### src/rtl/snn_pkg.sv
// Shared types and default sizing for the spiking-network readout stage.
package snn_pkg;

  typedef enum logic [2:0] {IDLE, CLEAR, COUNT, DECIDE, HOLD} state_t;

  localparam int DEF_N_CLASSES = 2;
  localparam int DEF_WINDOW    = 15;
  localparam int DEF_CNT_W     = 8;

  // ceil(log2(value)), never less than 1 so single-entry indices still get a bit
  function automatic int clog2(input int value);
    int result;
    result = 0;
    for (int i = 0; i < 31; i++) begin
      if ((1 << i) < value) result = i + 1;
    end
    return (result < 1) ? 1 : result;
  endfunction

endpackage

### src/rtl/spike_argmax.sv
// Combinational argmax over flattened per-class spike counts.
// Strict compare while scanning upward, so the lowest index wins a tie.
module spike_argmax
  import snn_pkg::*;
#(
  parameter int N  = DEF_N_CLASSES,
  parameter int W  = DEF_CNT_W,
  parameter int IW = clog2(DEF_N_CLASSES)
) (
  input  logic [N*W-1:0] counts,
  output logic [IW-1:0]  index,
  output logic [W-1:0]   max_value
);

  always_comb begin
    index     = '0;
    max_value = counts[W-1:0];
    for (int i = 1; i < N; i++) begin
      if (counts[i*W +: W] > max_value) begin
        index     = IW'(i);
        max_value = counts[i*W +: W];
      end
    end
  end

endmodule

### src/rtl/spike_vote_classifier.sv
// Per-example readout: resets the network, counts layer-2 spikes over a fixed
// window, then presents the argmax class on a valid/ready handshake.
module spike_vote_classifier
  import snn_pkg::*;
#(
  parameter int N_CLASSES  = DEF_N_CLASSES,
  parameter int WINDOW     = DEF_WINDOW,
  parameter int CNT_W      = DEF_CNT_W,
  parameter int CLR_CYCLES = 2,
  parameter int LBL_W      = clog2(N_CLASSES)
) (
  input  logic                       clk,
  input  logic                       reset,
  input  logic                       start,
  output logic                       start_ready,
  input  logic [N_CLASSES-1:0]       spk_in,
  output logic                       net_reset,
  output logic [LBL_W-1:0]           label,
  output logic                       label_valid,
  input  logic                       label_ready,
  output logic [N_CLASSES*CNT_W-1:0] spike_counts,
  output logic [15:0]                examples_done
);

  localparam int CYC_MAX = (WINDOW > CLR_CYCLES) ? WINDOW : CLR_CYCLES;
  localparam int CYC_W   = clog2(CYC_MAX + 1);

  state_t                     state_reg, state_next;
  logic [CYC_W-1:0]           cyc_reg, cyc_next;
  logic                       net_reset_reg;
  logic [LBL_W-1:0]           label_reg;
  logic [N_CLASSES*CNT_W-1:0] counts_out_reg;
  logic [15:0]                done_reg;
  logic [N_CLASSES*CNT_W-1:0] cnt_flat;
  logic [LBL_W-1:0]           win_index;
  logic [CNT_W-1:0]           win_value;
  logic                       accept;
  logic                       handshake;

  assign start_ready   = (state_reg == IDLE);
  assign accept        = start & start_ready;
  assign label_valid   = (state_reg == HOLD);
  assign handshake     = label_valid & label_ready;
  assign net_reset     = net_reset_reg;
  assign label         = label_reg;
  assign spike_counts  = counts_out_reg;
  assign examples_done = done_reg;

  always_ff @(posedge clk or negedge reset) begin
    if (!reset) begin
      state_reg <= IDLE;
      cyc_reg   <= '0;
    end else begin
      state_reg <= state_next;
      cyc_reg   <= cyc_next;
    end
  end

  always_comb begin
    state_next = state_reg;
    cyc_next   = cyc_reg;
    case (state_reg)
      IDLE: begin
        if (accept) begin
          state_next = CLEAR;
          cyc_next   = '0;
        end
      end
      CLEAR: begin
        if (cyc_reg == CYC_W'(CLR_CYCLES - 1)) begin
          state_next = COUNT;
          cyc_next   = '0;
        end else begin
          cyc_next = cyc_reg + 1'b1;
        end
      end
      COUNT: begin
        if (cyc_reg == CYC_W'(WINDOW - 1)) begin
          state_next = DECIDE;
          cyc_next   = '0;
        end else begin
          cyc_next = cyc_reg + 1'b1;
        end
      end
      DECIDE:  state_next = HOLD;
      HOLD:    if (handshake) state_next = IDLE;
      default: state_next = IDLE;
    endcase
  end

  // net_reset follows the next state so it drops on the edge entering COUNT
  always_ff @(posedge clk or negedge reset) begin
    if (!reset) begin
      net_reset_reg  <= 1'b1;
      label_reg      <= '0;
      counts_out_reg <= '0;
      done_reg       <= '0;
    end else begin
      net_reset_reg <= (state_next != COUNT);
      if (state_reg == DECIDE) begin
        label_reg      <= win_index;
        counts_out_reg <= cnt_flat;
      end
      if (handshake) done_reg <= done_reg + 16'd1;
    end
  end

  generate
    for (genvar gi = 0; gi < N_CLASSES; gi++) begin : g_class
      logic [CNT_W-1:0] cnt_reg;

      always_ff @(posedge clk or negedge reset) begin
        if (!reset) begin
          cnt_reg <= '0;
        end else if (accept) begin
          cnt_reg <= '0;
        end else if (state_reg == COUNT && spk_in[gi] && cnt_reg != {CNT_W{1'b1}}) begin
          cnt_reg <= cnt_reg + 1'b1;
        end
      end

      assign cnt_flat[gi*CNT_W +: CNT_W] = cnt_reg;
    end
  endgenerate

  spike_argmax #(
    .N  (N_CLASSES),
    .W  (CNT_W),
    .IW (LBL_W)
  ) u_argmax (
    .counts    (cnt_flat),
    .index     (win_index),
    .max_value (win_value)
  );

endmodule

### config.mk
export PLATFORM = sky130hd
export DESIGN_NAME = spike_vote_classifier
export DESIGN_NICKNAME = d
export VERILOG_FILES = /design/src/rtl/snn_pkg.sv /design/src/rtl/spike_argmax.sv /design/src/rtl/spike_vote_classifier.sv
export SDC_FILE = /design/constraint.sdc
export NUM_CORES = 1
export LEC_CHECK = 0
export CORE_ASPECT_RATIO = 1.2
export CORE_MARGIN = 2
export CORE_UTILIZATION = 58
export CTS_BUF_LIST = sky130_fd_sc_hd__clkbuf_16
export DETAILED_ROUTE_END_ITERATION = 16
export PLACE_DENSITY = 0.84
export SLEW_MARGIN = 10
export SYNTH_ARGS = -nofsm -noshare
export SYNTH_HDL_FRONTEND = slang
export SYNTH_SLANG_ARGS = --single-unit
### constraint.sdc
create_clock -name clk -period 4.3 [get_ports clk]
set_clock_uncertainty 0.1 [all_clocks]
set_input_delay 1.075 -clock clk [delete_from_list [all_inputs] [get_ports clk]]
set_output_delay 1.075 -clock clk [all_outputs]
set_load 0.02 [all_outputs]
**Yosys cells after proc, flatten, opt, wreduce, memory -nomap -nowiden**

Cells that the tools add are included.

- Add/sub/neg operators: 4
- $lt $le $gt $ge: 1
- Equality and inequality tests: 10
- Muxes and demuxes: 14
- Bitwise operators: 2
- Reduce and logical (&&, ||, !) cells: 9

Operator list:

| cell | number |
|---|---|
| 8-bit 2-to-1 mux | 4 |
| 16-bit by 1-bit adder with 16-bit output, second input constant | 1 |
| 8-bit by 1-bit adder with 8-bit output, second input constant | 2 |
| 8-bit inequality test, second input constant | 2 |
| 3-bit one-hot mux with 5 select lines | 1 |
| 3-bit 2-to-1 mux | 4 |
| 4-bit 2-to-1 mux | 3 |
| 4-bit one-hot mux with 3 select lines | 1 |
| 8-bit > comparator | 1 |
| 3-bit by 2-bit equality test with 1-bit output, second input constant | 2 |
| 4-bit by 1-bit adder with 4-bit output, second input constant | 1 |
| 4-bit by 1-bit equality test with 1-bit output, second input constant | 1 |
| 4-bit equality test, second input constant | 1 |
| 1-bit logical AND | 4 |
| 2-bit nonzero test | 2 |
| 3-bit by 1-bit equality test with 1-bit output, second input constant | 1 |
| 3-bit equality test, second input constant | 1 |
| 3-bit zero test | 1 |
| 3-bit by 2-bit inequality test with 1-bit output, second input constant | 1 |
| 3-bit nonzero test | 1 |
| 1-bit AND | 2 |
| 2-bit by 1-bit inequality test with 1-bit output, second input constant | 1 |
| 2-bit AND reduction | 1 |
| 1-bit 2-to-1 mux | 1 |

- Flip-flop bits (word level): 57
- Logic and storage cells: 48

**Longest topological paths before layout**

- Depth after elaboration: 5
- Mapped depth: 6
- Depth with buffers taken out: 6

**Cells and area by module**

From an unflattened synthesis, not the netlist that was laid out.

- Cells, all modules: 304
- Area total of the unflattened synthesis: 3305.7 um^2

Modules (own cells, without submodules):

| module | instances | cells each | area an instance (um^2) | seq. area each (um^2) |
|---|---|---|---|---|
| spike_vote_classifier | 1 | 237 | 2683.8 | 1427.6 |
| spike_argmax | 1 | 67 | 621.8 | 0.0 |

**Worst setup path after synthesis**

No wires, ideal clock.

- Kind: register to output
- Start: register state_reg[1]
- End: output port start_ready
- Data arrival time: 1.018 ns
- Data required time: 3.125 ns
- Setup slack: 2.107 ns
- Stages on the path, launching flop included: 2
- Cells stage by stage: dfrtp_1 > nor3_1

- Word-level cells in the longest chain between the ends: 1

Ends and longest elaborated chain:

| item | line | text |
|---|---|---|
| start, declared | spike_vote_classifier.sv:28 | `state_t state_reg, state_next;` |
| start signal, assigned | spike_vote_classifier.sv:54 | `state_reg <= state_next;` |
| 3-bit zero test | spike_vote_classifier.sv:40 | `assign start_ready = (state_reg == IDLE);` |
| end, declared | spike_vote_classifier.sv:15 | `output logic start_ready,` |

Every way passes these cells.

**Worst setup path after layout**

Ends and elaborated chain as after synthesis.

==> out/results.tsv <==
stage	metric	value	unit
status	status	completed	
drt	drtIter0Drc	199	
clock_network	path_clk_slew	0.05	ns
floorplanning	die_w	68.65	um
power	p_leak	1.625	nW
cells_and_area	final_common_cell	dfrtp_1	
drt	wl	6212	um
sta	clock.fmax	322.2	MHz
sta	setup_tns	0	ns
clock_network	cts_sinks	57	
sta	relSlewSlack	0.5570	
sta	maxSlewViolCount	0	
clock_network	cts_made_buffers	9	
drt	route.detailed.drc	0	
floorplanning	start_util	0.5974	
cells_and_area	areaGrowthSynthToFinish	24.86	%
sta	finalHoldViolations	0	
clock_network	htree_levels	3	
worst_setup_path	rr_endpoint	g_class[0].cnt_reg[5]$_DFFE_PN0P_	
cells_and_area	layout_common_cells	56 x dfrtp_1, 40 x clkdlybuf4s50_1, 27 x nand2_1	
floorplanning	core_area	4870	sq um
cells_and_area	n_antenna_cell	0	
yosys	synthDistinctLibCells	49	
worst_hold_path	min_from	spike_counts[7]$_DFFE_PN0N_	
yosys	avgSynthCellArea	10.28	sq um
sta	setup_viol	0	
drt	routedWlPerCell	15.89	um
yosys	ys.flop_type	dfrtp_1	
clock_network	clock_path_buffers	2	
clock_network	cts_root_buffer	clkbuf_16	
sta	period_share	0.7218	
worst_setup_path	cp_data_arrival_time	1.93	ns
global_route	track_usage	0.2546	
yosys	synth_top_area_frac	0.4817	
drt	ant_nets	0	
yosys	synth_seq_cells	57	
global_route	grt_start_max_net_pins	32	
drt	dr_total_vias	2294	
worst_setup_path	worstSetupPathType	reg -> out	
power	p_per_area	521.1	nW/um^2
yosys	synthTopCellsByArea	dfrtp_1 48%, xnor2_1 4.8%, ha_1 4.7%	
global_route	overflow	0	
clock_network	cts_setup_buffers	0	
worst_setup_path	r2r_slack	2.22	ns
yosys	ys_warn_count	0	
worst_hold_path	worstHoldEndpoint	spike_counts[7]$_DFFE_PN0N_	
clock_network	clock_latency	0.33	ns
clock_network	cts.repair.resized	0	
cells_and_area	drive_above_1_share	0.09970	
worst_hold_path	hold_depth	2	
worst_setup_path	critical_path_required	3.12	ns
clock_network	ctsHoldBuffers	0	
floorplanning	die_area	5600	sq um
cells_and_area	post-route-util	0.7459	
drt	post_drt_via_cell_ratio	5.867	
sta	rsz0062_at_grt	no	
worst_setup_path	worstRegToRegCells	4	
placed_design	gp_congestion	0.8545	
cells_and_area	fin_nets	343	
power	power.total	1.893	mW
yosys	syn_nets	300	
placed_design	hpwl	4164	um
run	maxCapViolCount	0	
global_route	grt_pass1_vias	2292	
drt	firstDrtPassIters	5	
global_route	antenna_found_initial	0	
floorplanning	pin_count	42	
yosys	ys_seq_area_frac	0.4908	
yosys	synth_top_cell_by_area	dfrtp_1	
yosys	netlist_area	2909	sq um
yosys	synth_edf_count	0	
yosys	async_flop_share	1.000	
floorplanning	num_rows	28	
worst_hold_path	hp-class	reg -> reg	
power	irDropWorstVdd	0.3840	mV
sta	tightestPinTransition	0.6589	ns
worst_setup_path	reg2reg_from	state_reg[1]$_DFF_PN0_	
worst_setup_path	endpoint_kind	output pin	
floorplanning	die_y	81.58	um
placed_design	io_buffers	41	
worst_setup_path	crit_fanout	14	
sta	layout_min_cycle_time	3.104	ns
worst_setup_path	startpoint_type	register	
global_route	grt_first_pass_wirelength	10420	um
yosys	synthCells	283	
clock_network	cts_tree	built	
==> area by class of cell <==
cell class,count,area [sq um]
flip-flops and latches,57,1428
multi-input cells,201,1376
fillers,329,1237
repair buffers,43,420.4
clock buffers,9,225.2
well taps,60,75.07
clock inverters,7,55.05
inverters,14,52.55
==> power by group <==
part	leakage (nW)	internal, mW	switching, mW
Combinational	0.693	0.243	0.271
Clock	0.150	0.436	0.232
Sequential	0.782	0.608	0.102
Total	1.62	1.29	0.605
==> worst max-delay path, stage by stage, from the launching register on <==
cell and delay (ns):
dfrtp_1 0.55, nor3_1 0.38, clkdlybuf4s50_1 0.67
==> logic make-up after synthesis <==
group | share of synthesized area
AND/OR/NAND/NOR | 0.1957
flip-flops | 0.4908
AO/OA/AOI/OAI | 0.1269
buffers and inverters | 0.03613
XOR/XNOR | 0.06925
adder cells (fa/ha/maj) | 0.04731
multiplexers | 0.03398
==> worst max-delay path by stage <==
stage | from | endpoint | slack [ns] | depth (start not counted)
3_3_place_gp | state_reg[1]$_DFF_PN0_ | start_ready | 1.57 | 2
6_report | state_reg[1]$_DFF_PN0_ | start_ready | 1.20 | 2
4_1_cts | state_reg[1]$_DFF_PN0_ | start_ready | 1.18 | 2
5_1_grt | state_reg[1]$_DFF_PN0_ | start_ready | 1.11 | 2
3_5_place_dp | state_reg[1]$_DFF_PN0_ | start_ready | 1.53 | 2
2_1_floorplan | state_reg[1]$_DFF_PN0_ | start_ready | 2.11 | 1
==> through the flow <==
step / hold slack [ns] / cell area, sq um / std cells / setup slack, ns
floorplan: 0.4031 / 2909 / 283 / 2.107
global placement: 0.3599 / 3352 / 375 / 1.568
detailed placement: 0.3648 / 3352 / 375 / 1.529
CTS: 0.3804 / 3632 / 391 / 1.182
global route: 0.4036 / 3632 / 391 / 1.113
finish: 0.3744 / 3632 / 391 / 1.196
==> routing by layer <==
metal / track usage / part of all wire / vias to the layer above
li1: - / - / 1091
met3: 0.04658 / 0.038 / 18
met2: 0.4163 / 0.52 / 74
met5: 0 / 0 / -
met1: 0.3045 / 0.42 / 1111
met4: 0.1600 / 0.028 / 0
==> cells in the mapped netlist, drive strengths merged (6+ instances only) <==
| cell | instances |
|---|---|
| dfrtp | 56 |
| nand2 | 27 |
| nor2 | 20 |
| o21ai | 18 |
| xnor2 | 16 |
| inv | 14 |
| ha | 11 |
| a21oi | 10 |
| nand3 | 10 |
| and2 | 7 |
| and4 | 7 |
| clkbuf | 7 |
| mux2 | 7 |
| nand4 | 7 |
| xor2 | 7 |
| nor3 | 6 |
Note: power is estimated with default switching activity, not from simulation.
